**src/rtl/idex_pipe_reg_if.sv**
```systemverilog
// ID/EX bundle: decoded ID fields in, registered IDEX fields out.
// master = ID/HDU/EX side, slave = the pipeline register.
interface idex_pipe_reg_if #(
  parameter int XLEN = 32
);
  logic            id_valid;
  logic [XLEN-1:0] id_pc;
  logic [4:0]      id_rs1;
  logic [4:0]      id_rs2;
  logic [4:0]      id_rd;
  logic [XLEN-1:0] id_rs1_data;
  logic [XLEN-1:0] id_rs2_data;
  logic [XLEN-1:0] id_imm;
  logic [2:0]      id_funct3;
  logic            id_funct7_5;
  logic [3:0]      id_alu_op;
  logic            id_alu_src;
  logic            id_mem_read;
  logic            id_mem_write;
  logic            id_reg_write;
  logic            id_mem_to_reg;
  logic            id_branch;

  logic            ex_valid;
  logic [XLEN-1:0] IDEX_pc;
  logic [4:0]      IDEX_rs1;
  logic [4:0]      IDEX_rs2;
  logic [4:0]      IDEX_rd;
  logic [XLEN-1:0] IDEX_rs1_data;
  logic [XLEN-1:0] IDEX_rs2_data;
  logic [XLEN-1:0] IDEX_imm;
  logic [2:0]      IDEX_funct3;
  logic            IDEX_funct7_5;
  logic [3:0]      IDEX_alu_op;
  logic            IDEX_alu_src;
  logic            IDEX_MemRead;
  logic            IDEX_MemWrite;
  logic            IDEX_RegWrite;
  logic            IDEX_MemToReg;
  logic            IDEX_Branch;

  modport master (
    output id_valid, id_pc, id_rs1, id_rs2, id_rd,
    output id_rs1_data, id_rs2_data, id_imm,
    output id_funct3, id_funct7_5, id_alu_op,
    output id_alu_src, id_mem_read, id_mem_write,
    output id_reg_write, id_mem_to_reg, id_branch,
    input  ex_valid, IDEX_pc, IDEX_rs1, IDEX_rs2,
    input  IDEX_rd, IDEX_rs1_data, IDEX_rs2_data,
    input  IDEX_imm, IDEX_funct3, IDEX_funct7_5,
    input  IDEX_alu_op, IDEX_alu_src, IDEX_MemRead,
    input  IDEX_MemWrite, IDEX_RegWrite,
    input  IDEX_MemToReg, IDEX_Branch
  );

  modport slave (
    input  id_valid, id_pc, id_rs1, id_rs2, id_rd,
    input  id_rs1_data, id_rs2_data, id_imm,
    input  id_funct3, id_funct7_5, id_alu_op,
    input  id_alu_src, id_mem_read, id_mem_write,
    input  id_reg_write, id_mem_to_reg, id_branch,
    output ex_valid, IDEX_pc, IDEX_rs1, IDEX_rs2,
    output IDEX_rd, IDEX_rs1_data, IDEX_rs2_data,
    output IDEX_imm, IDEX_funct3, IDEX_funct7_5,
    output IDEX_alu_op, IDEX_alu_src, IDEX_MemRead,
    output IDEX_MemWrite, IDEX_RegWrite,
    output IDEX_MemToReg, IDEX_Branch
  );
endinterface

```
**src/rtl/idex_pipe_reg.sv**
```systemverilog
// ID/EX pipeline register: capture / bubble / hold with WB bypass.
// Ports: clk, rst, hold, flush, stall, wb_*, bus (slave), bubble/flush counters.
module idex_pipe_reg #(
  parameter int XLEN  = 32,
  parameter int CNT_W = 16
) (
  input  logic             clk,
  input  logic             rst,
  input  logic             hold,
  input  logic             flush,
  input  logic             stall,
  input  logic             wb_reg_write,
  input  logic [4:0]       wb_rd,
  input  logic [XLEN-1:0]  wb_data,
  idex_pipe_reg_if.slave   bus,
  output logic [CNT_W-1:0] bubble_cnt,
  output logic [CNT_W-1:0] flush_cnt
);

  typedef struct packed {
    logic            valid;
    logic [XLEN-1:0] pc;
    logic [4:0]      rs1;
    logic [4:0]      rs2;
    logic [4:0]      rd;
    logic [XLEN-1:0] rs1_data;
    logic [XLEN-1:0] rs2_data;
    logic [XLEN-1:0] imm;
    logic [2:0]      funct3;
    logic            funct7_5;
    logic [3:0]      alu_op;
    logic            alu_src;
    logic            mem_read;
    logic            mem_write;
    logic            reg_write;
    logic            mem_to_reg;
    logic            branch;
  } idex_t;

  idex_t            st_q, st_d;
  logic [CNT_W-1:0] bubble_cnt_q, bubble_cnt_d;
  logic [CNT_W-1:0] flush_cnt_q, flush_cnt_d;
  logic             byp1, byp2, ctl_en;

  // x0 is never bypassed so it keeps reading as zero
  assign byp1 = wb_reg_write && (wb_rd != 5'd0)
             && (wb_rd == bus.id_rs1);
  assign byp2 = wb_reg_write && (wb_rd != 5'd0)
             && (wb_rd == bus.id_rs2);

  always_comb begin
    st_d         = st_q;
    bubble_cnt_d = bubble_cnt_q;
    flush_cnt_d  = flush_cnt_q;
    ctl_en       = 1'b0;
    if (!hold) begin
      // data fields always follow ID; only valid/ctrl/regs get gated
      st_d.pc       = bus.id_pc;
      st_d.imm      = bus.id_imm;
      st_d.funct3   = bus.id_funct3;
      st_d.funct7_5 = bus.id_funct7_5;
      st_d.alu_op   = bus.id_alu_op;
      st_d.alu_src  = bus.id_alu_src;
      st_d.rs1_data = byp1 ? wb_data : bus.id_rs1_data;
      st_d.rs2_data = byp2 ? wb_data : bus.id_rs2_data;
      if (flush || stall) begin
        st_d.rs1 = 5'd0;
        st_d.rs2 = 5'd0;
      end else begin
        st_d.rs1 = bus.id_rs1;
        st_d.rs2 = bus.id_rs2;
        ctl_en   = bus.id_valid;
      end
      st_d.valid      = ctl_en;
      st_d.rd         = ctl_en ? bus.id_rd : 5'd0;
      st_d.mem_read   = ctl_en & bus.id_mem_read;
      st_d.mem_write  = ctl_en & bus.id_mem_write;
      st_d.reg_write  = ctl_en & bus.id_reg_write;
      st_d.mem_to_reg = ctl_en & bus.id_mem_to_reg;
      st_d.branch     = ctl_en & bus.id_branch;
      // flush wins the count when both request a bubble
      if (flush) begin
        if (flush_cnt_q != '1)
          flush_cnt_d = flush_cnt_q + 1'b1;
      end else if (stall) begin
        if (bubble_cnt_q != '1)
          bubble_cnt_d = bubble_cnt_q + 1'b1;
      end
    end
  end

  always_ff @(posedge clk) begin
    if (rst) begin
      st_q         <= '0;
      bubble_cnt_q <= '0;
      flush_cnt_q  <= '0;
    end else begin
      st_q         <= st_d;
      bubble_cnt_q <= bubble_cnt_d;
      flush_cnt_q  <= flush_cnt_d;
    end
  end

  assign bus.ex_valid      = st_q.valid;
  assign bus.IDEX_pc       = st_q.pc;
  assign bus.IDEX_rs1      = st_q.rs1;
  assign bus.IDEX_rs2      = st_q.rs2;
  assign bus.IDEX_rd       = st_q.rd;
  assign bus.IDEX_rs1_data = st_q.rs1_data;
  assign bus.IDEX_rs2_data = st_q.rs2_data;
  assign bus.IDEX_imm      = st_q.imm;
  assign bus.IDEX_funct3   = st_q.funct3;
  assign bus.IDEX_funct7_5 = st_q.funct7_5;
  assign bus.IDEX_alu_op   = st_q.alu_op;
  assign bus.IDEX_alu_src  = st_q.alu_src;
  assign bus.IDEX_MemRead  = st_q.mem_read;
  assign bus.IDEX_MemWrite = st_q.mem_write;
  assign bus.IDEX_RegWrite = st_q.reg_write;
  assign bus.IDEX_MemToReg = st_q.mem_to_reg;
  assign bus.IDEX_Branch   = st_q.branch;
  assign bubble_cnt        = bubble_cnt_q;
  assign flush_cnt         = flush_cnt_q;

endmodule

```
**src/flat_wrapper.sv**
```systemverilog
// flat-port wrapper written by rule: the top's interface ports become plain ports
module idex_pipe_reg_flat 
#(
  parameter int XLEN  = 32,
  parameter int CNT_W = 16
)
  (clk, rst, hold, flush, stall, wb_reg_write, wb_rd, wb_data, bubble_cnt, flush_cnt, bus_id_valid, bus_id_pc, bus_id_rs1, bus_id_rs2, bus_id_rd, bus_id_rs1_data, bus_id_rs2_data, bus_id_imm, bus_id_funct3, bus_id_funct7_5, bus_id_alu_op, bus_id_alu_src, bus_id_mem_read, bus_id_mem_write, bus_id_reg_write, bus_id_mem_to_reg, bus_id_branch, bus_ex_valid, bus_IDEX_pc, bus_IDEX_rs1, bus_IDEX_rs2, bus_IDEX_rd, bus_IDEX_rs1_data, bus_IDEX_rs2_data, bus_IDEX_imm, bus_IDEX_funct3, bus_IDEX_funct7_5, bus_IDEX_alu_op, bus_IDEX_alu_src, bus_IDEX_MemRead, bus_IDEX_MemWrite, bus_IDEX_RegWrite, bus_IDEX_MemToReg, bus_IDEX_Branch);
  idex_pipe_reg_if #(.XLEN(XLEN)) bus_i ();
  input  logic clk;
  input  logic rst;
  input  logic hold;
  input  logic flush;
  input  logic stall;
  input  logic wb_reg_write;
  input  logic [4:0] wb_rd;
  input  logic [XLEN-1:0] wb_data;
  output logic [CNT_W-1:0] bubble_cnt;
  output logic [CNT_W-1:0] flush_cnt;
  input wire logic [$bits(bus_i.id_valid)-1:0] bus_id_valid;
  input wire logic [$bits(bus_i.id_pc)-1:0] bus_id_pc;
  input wire logic [$bits(bus_i.id_rs1)-1:0] bus_id_rs1;
  input wire logic [$bits(bus_i.id_rs2)-1:0] bus_id_rs2;
  input wire logic [$bits(bus_i.id_rd)-1:0] bus_id_rd;
  input wire logic [$bits(bus_i.id_rs1_data)-1:0] bus_id_rs1_data;
  input wire logic [$bits(bus_i.id_rs2_data)-1:0] bus_id_rs2_data;
  input wire logic [$bits(bus_i.id_imm)-1:0] bus_id_imm;
  input wire logic [$bits(bus_i.id_funct3)-1:0] bus_id_funct3;
  input wire logic [$bits(bus_i.id_funct7_5)-1:0] bus_id_funct7_5;
  input wire logic [$bits(bus_i.id_alu_op)-1:0] bus_id_alu_op;
  input wire logic [$bits(bus_i.id_alu_src)-1:0] bus_id_alu_src;
  input wire logic [$bits(bus_i.id_mem_read)-1:0] bus_id_mem_read;
  input wire logic [$bits(bus_i.id_mem_write)-1:0] bus_id_mem_write;
  input wire logic [$bits(bus_i.id_reg_write)-1:0] bus_id_reg_write;
  input wire logic [$bits(bus_i.id_mem_to_reg)-1:0] bus_id_mem_to_reg;
  input wire logic [$bits(bus_i.id_branch)-1:0] bus_id_branch;
  output wire logic [$bits(bus_i.ex_valid)-1:0] bus_ex_valid;
  output wire logic [$bits(bus_i.IDEX_pc)-1:0] bus_IDEX_pc;
  output wire logic [$bits(bus_i.IDEX_rs1)-1:0] bus_IDEX_rs1;
  output wire logic [$bits(bus_i.IDEX_rs2)-1:0] bus_IDEX_rs2;
  output wire logic [$bits(bus_i.IDEX_rd)-1:0] bus_IDEX_rd;
  output wire logic [$bits(bus_i.IDEX_rs1_data)-1:0] bus_IDEX_rs1_data;
  output wire logic [$bits(bus_i.IDEX_rs2_data)-1:0] bus_IDEX_rs2_data;
  output wire logic [$bits(bus_i.IDEX_imm)-1:0] bus_IDEX_imm;
  output wire logic [$bits(bus_i.IDEX_funct3)-1:0] bus_IDEX_funct3;
  output wire logic [$bits(bus_i.IDEX_funct7_5)-1:0] bus_IDEX_funct7_5;
  output wire logic [$bits(bus_i.IDEX_alu_op)-1:0] bus_IDEX_alu_op;
  output wire logic [$bits(bus_i.IDEX_alu_src)-1:0] bus_IDEX_alu_src;
  output wire logic [$bits(bus_i.IDEX_MemRead)-1:0] bus_IDEX_MemRead;
  output wire logic [$bits(bus_i.IDEX_MemWrite)-1:0] bus_IDEX_MemWrite;
  output wire logic [$bits(bus_i.IDEX_RegWrite)-1:0] bus_IDEX_RegWrite;
  output wire logic [$bits(bus_i.IDEX_MemToReg)-1:0] bus_IDEX_MemToReg;
  output wire logic [$bits(bus_i.IDEX_Branch)-1:0] bus_IDEX_Branch;
  assign bus_i.id_valid = bus_id_valid;
  assign bus_i.id_pc = bus_id_pc;
  assign bus_i.id_rs1 = bus_id_rs1;
  assign bus_i.id_rs2 = bus_id_rs2;
  assign bus_i.id_rd = bus_id_rd;
  assign bus_i.id_rs1_data = bus_id_rs1_data;
  assign bus_i.id_rs2_data = bus_id_rs2_data;
  assign bus_i.id_imm = bus_id_imm;
  assign bus_i.id_funct3 = bus_id_funct3;
  assign bus_i.id_funct7_5 = bus_id_funct7_5;
  assign bus_i.id_alu_op = bus_id_alu_op;
  assign bus_i.id_alu_src = bus_id_alu_src;
  assign bus_i.id_mem_read = bus_id_mem_read;
  assign bus_i.id_mem_write = bus_id_mem_write;
  assign bus_i.id_reg_write = bus_id_reg_write;
  assign bus_i.id_mem_to_reg = bus_id_mem_to_reg;
  assign bus_i.id_branch = bus_id_branch;
  assign bus_ex_valid = bus_i.ex_valid;
  assign bus_IDEX_pc = bus_i.IDEX_pc;
  assign bus_IDEX_rs1 = bus_i.IDEX_rs1;
  assign bus_IDEX_rs2 = bus_i.IDEX_rs2;
  assign bus_IDEX_rd = bus_i.IDEX_rd;
  assign bus_IDEX_rs1_data = bus_i.IDEX_rs1_data;
  assign bus_IDEX_rs2_data = bus_i.IDEX_rs2_data;
  assign bus_IDEX_imm = bus_i.IDEX_imm;
  assign bus_IDEX_funct3 = bus_i.IDEX_funct3;
  assign bus_IDEX_funct7_5 = bus_i.IDEX_funct7_5;
  assign bus_IDEX_alu_op = bus_i.IDEX_alu_op;
  assign bus_IDEX_alu_src = bus_i.IDEX_alu_src;
  assign bus_IDEX_MemRead = bus_i.IDEX_MemRead;
  assign bus_IDEX_MemWrite = bus_i.IDEX_MemWrite;
  assign bus_IDEX_RegWrite = bus_i.IDEX_RegWrite;
  assign bus_IDEX_MemToReg = bus_i.IDEX_MemToReg;
  assign bus_IDEX_Branch = bus_i.IDEX_Branch;
  idex_pipe_reg #(.XLEN(XLEN), .CNT_W(CNT_W)) u_core (.clk(clk), .rst(rst), .hold(hold), .flush(flush), .stall(stall), .wb_reg_write(wb_reg_write), .wb_rd(wb_rd), .wb_data(wb_data), .bus(bus_i), .bubble_cnt(bubble_cnt), .flush_cnt(flush_cnt));
endmodule
```
**config.mk**
```make
export PLATFORM = sky130hd
export DESIGN_NAME = idex_pipe_reg_flat
export DESIGN_NICKNAME = d
export VERILOG_FILES = /design/src/rtl/idex_pipe_reg_if.sv /design/src/rtl/idex_pipe_reg.sv /design/src/flat_wrapper.sv
export SDC_FILE = /design/constraint.sdc
export NUM_CORES = 1
export LEC_CHECK = 0
export CAP_MARGIN = 20
export CORE_AREA = 10 10 123 181
export DETAILED_ROUTE_END_ITERATION = 6
export DIE_AREA = 0 0 133 191
export GPL_ROUTABILITY_DRIVEN = 1
export PLACE_DENSITY_LB_ADDON = 0.08
export REMOVE_ABC_BUFFERS = 1
export SLEW_MARGIN = 20
export SYNTH_ARGS = -nofsm -noshare
export SYNTH_HDL_FRONTEND = slang
export SYNTH_SLANG_ARGS = --single-unit
```
**constraint.sdc**
```tcl
create_clock -name clk -period 3.5 [get_ports clk]
set_clock_uncertainty 0.2 [all_clocks]
set_input_delay 0.525 -clock clk [delete_from_list [all_inputs] [get_ports clk]]
set_output_delay 0.525 -clock clk [all_outputs]
set_load 0.005 [all_outputs]
```
==> metrics.md <==
| Metric | Value |
|---|---|
| Clock power share | `37.5%` |
| Max-slew violation count | `0` |
| Number of flops mapped to enable cells by yosys | `0` |
| WP data required | `3630 ps` |
| Number of global-route vias before repair | `8,143` |
| Logic pwr share | `17.0%` |
| Max-Cap Viols | `0` |
| Count of hold-fix buffers inserted at cts | `0` |
| Tightest Hold Check Type | `input port to register` |
| Initial antenna violation count | `7` |
| Synth warn | `0` |
| Worst path buffer plus inverter count | `1` |
| Worst vdd ir | `0.0003320 V` |
| Complex-gate fraction of the synthesized area | `17.54%` |
| Crit end category | `register` |
| CTS clock-pin slew for the worst setup and hold paths | `70 ps` |
| Worst slew pin tran | `1100 ps` |
| HP Start | `rst` |
| Die area | `25,400 um2` |
| WS Path Type | `input port to register` |
| Worst r2r path cells | `5` |
| Avg Cell Area, Syn | `8.787 um2` |
| Tcrit/Tclk final | `71.48%` |
| Final wirelength | `31.69 mm` |
| TritonRoute pass-1 iters | `5` |
| Fill cells | `1,570` |
| Seq cells post-synth | `190` |
| Post-synthesis mux area share | `10.66%` |
| Worst path top cell family by delay | `simple AND/OR/NAND/NOR gates` |
| Cell Rows | `62` |
| TritonCTS clock tree | `done` |
| Placed instance area | `12,310 um2` |
| Main synth FF type | `dfxtp_1` |
| CP Max Fanout | `10` |
| DIE HEIGHT | `191 um` |
| Fin nets | `1,483` |
| Sw Pwr | `0.001263 W` |
| Mapped cell area | `8189 um2` |
| Reg2reg setup slack | `1290 ps` |
| Routability congestion estimate | `0.8269` |
| Max clock buf depth | `2` |
| CTS resizes | `0` |
| FMAX | `399.7 MHz` |
| Vias per cell | `5.302` |
| Final ANT Viol Nets | `0` |
| Rel. slew slack | `26.67%` |
| Clock root buffer | `clkbuf_16` |
| Post-Synth Simple-Gate Area | `16.94%` |
| Total CTS buffers | `17` |
| H-Tree Depth | `4` |
| Number of DRC violations after detailed-routing iteration 0 | `423` |
| Reg-to-reg endpoint | `u_core.flush_cnt[14]` |
| Initial Util | `43.09%` |
| Outcome | `completed` |
| DP HPWL | `23.89 mm` |
| Hold path cells | `2` |
| Post-Synthesis Cells | `932` |
| Finished Cell Area | `12,890 um2` |
| First-pass GRT wire length | `47.91 mm` |
| Worst Hold Endpoint | `u_core.bus.IDEX_funct3[1]` |
| Seq/Total Area, Yosys | `46.45%` |
| Tmin final | `2502 ps` |
| GRT Overall Usage | `24.04%` |
| Leak pwr | `4.970 nW` |
| Area Growth Syn to Fin | `57.37%` |
| Largest family of logic cells by synthesized area | `compound AO/OA/AOI/OAI gates` |
| Largest net degree at the start of global routing | `207` |
| Core ar. | `19,010 um2` |
| DRC errors left | `0` |
| Critical path's largest stage delay | `560 ps` |
| Clk sinks | `190` |
| Seq pwr share | `45.5%` |
| Most numerous cell in the Yosys netlist | `dfxtp_1` |
| Distinct cells, synth | `47` |
| RSZ-0062 raised after global routing | `false` |
| Synth Area in XOR/XNOR | `1.070%` |
| Die W | `133 um` |
| Synth cell count leaders | `190 x dfxtp_1, 142 x nor2_1, 80 x a21oi_1` |
| Worst-skew pair later-pin latency | `440 ps` |
| Setup Fix Bufs, Post-CTS | `0` |
| Pint | `0.003860 W` |
| Crit path max-delay cell type | `or4_4` |
| GRT overflow | `0` |
| Synth top area share | `46.45%` |
| Power density cells | `397.5 nW/um2` |
| I/O pin count | `391` |
| Switching Fraction | `24.65%` |
| Final Hold Fails | `0` |
| Port bufs | `390` |
| Synth Area in Adders | `0.3056%` |
| Total power | `0.005122 W` |
| Final setup fails | `0` |
| Critical path, cell by cell | `clkdlybuf4s50_1 -> or3b_1 -> or4_4 -> nor3_1 -> mux2_2` |
| Critical path launch point type | `input port` |
| Crit path DAT | `2630 ps` |
| Post-synth top area cell | `dfxtp_1` |
| Drt wl/cell | `20.39 um` |
| Dominant cells by area after synthesis | `dfxtp_1 46%, mux2i_1 9.3%, o311a_1 7.8%, nor2_1 6.5%, a21oi_1 4.9%` |
| DR vias | `8,239` |
| Worst R2R Start | `u_core.flush_cnt[0]` |
| Share of cells above drive strength 1 | `4.954%` |
| Post-synth ARST share | `0%` |
==> state kept, by name (all words and copies together), names as in the netlist, 3 cells and up <==
register                  cells
u_core.bus.IDEX_imm          32
u_core.flush_cnt             16
u_core.bus.IDEX_rs2_data     32
u_core.bus.IDEX_funct3        3
u_core.bus.IDEX_alu_op        4
u_core.bus.IDEX_rs1_data     32
u_core.bus.IDEX_pc           32
u_core.bus.IDEX_rd            5
u_core.bubble_cnt            16
u_core.bus.IDEX_rs1           5
u_core.bus.IDEX_rs2           5
==> cells in the final DEF, fill, tap and decap left out, types with 4 or more instances in the layout <==
cell type,n
nor3_1,6
or4_1,5
clkbuf_16,17
diode_2,6
buf_4,18
a211oi_1,5
mux2i_1,76
a22oi_1,20
dfxtp_1,190
nor2_1,142
o21ai_0,5
inv_1,70
nor2b_1,10
o31ai_1,6
xnor2_1,6
or3_1,6
nor4_1,7
o311a_1,64
nand4_1,6
clkdlybuf4s50_1,388
xor2_1,4
nand3_1,77
a21oi_1,80
nand2_1,17
mux2_2,10
and4_1,4
==> per-layer routing <==
layer | track usage (%) | wire length (um) | vias up
met4 | 11.42 | 1160 | 0
li1 | - | - | 4009
met5 | 0 | 0 | -
met2 | 40.17 | 15480 | 324
met1 | 24.95 | 11590 | 3858
met3 | 11.51 | 3458 | 48
==> worst register-to-register path: stages (launching register included) <==
cell      delay [ps]
dfxtp_1          400
ha_1             250
nand3b_1         240
or4_1            530
o311ai_0         330
o41ai_1          130
==> stage by stage <==
step / instances / hold WS (ps) / TNS [ps] / setup slack (ps) / util [%]
finish: 1554 / 238.4 / 0 / 998.3 / 67.81
global route: 1554 / 250.6 / 0 / 902.9 / 67.81
CTS: 1548 / 232.7 / 0 / 1016 / 67.73
detailed placement: 1517 / 283.6 / 0 / 553.8 / 64.75
floorplan: 851 / 275.6 / -30970 / -529.0 / -
global placement: 1517 / 273.2 / 0 / 582.2 / 64.75
==> cells by family (layout without fill, tap and decap cells) <==
group,Yosys count,in the layout
mux,86,86
compound gates,197,197
simple gates,296,296
fa+ha+maj,2,2
xor+xnor,10,10
flops,190,190
buf+inv,151,511
other cells,0,6
==> power groups by stage <==
stage                     registers [W]  clock network (W)  logic [W]
after floorplan                 0.00239                  0   0.000227
after global placement          0.00237                  0   0.000869
after detailed placement        0.00238                  0   0.000875
after CTS                       0.00233            0.00197   0.000880
after global routing            0.00234            0.00205   0.000943
final                           0.00233            0.00192   0.000870
==> how the worst max path moves through the flow <==
| stage | start | end | cells after the start |
|---|---|---|---|
| after floorplan | wb_rd[4] | u_core.bus.IDEX_rs1_data[0] | 4 |
| after global placement | flush | u_core.bubble_cnt[13] | 5 |
| after detailed placement | flush | u_core.bubble_cnt[13] | 5 |
| after CTS | flush | u_core.bubble_cnt[13] | 5 |
| after global routing | flush | u_core.bubble_cnt[13] | 5 |
| final | flush | u_core.bubble_cnt[13] | 5 |
==> layout make-up <==
type | instances | area (um2) | area share (%)
Sequential cell | 190 | 3804 | 29.51
Inverter | 70 | 262.8 | 2.039
Tap cell | 256 | 320.3 | 2.485
Antenna cell | 6 | 15.01 | 0.1165
Multi-Input combinational cell | 591 | 3835 | 29.76
Clock buffer | 21 | 450.4 | 3.495
Clock inverter | 10 | 115.1 | 0.8932
Timing Repair Buffer | 410 | 4085 | 31.70
(Power assumes the default switching activity.)
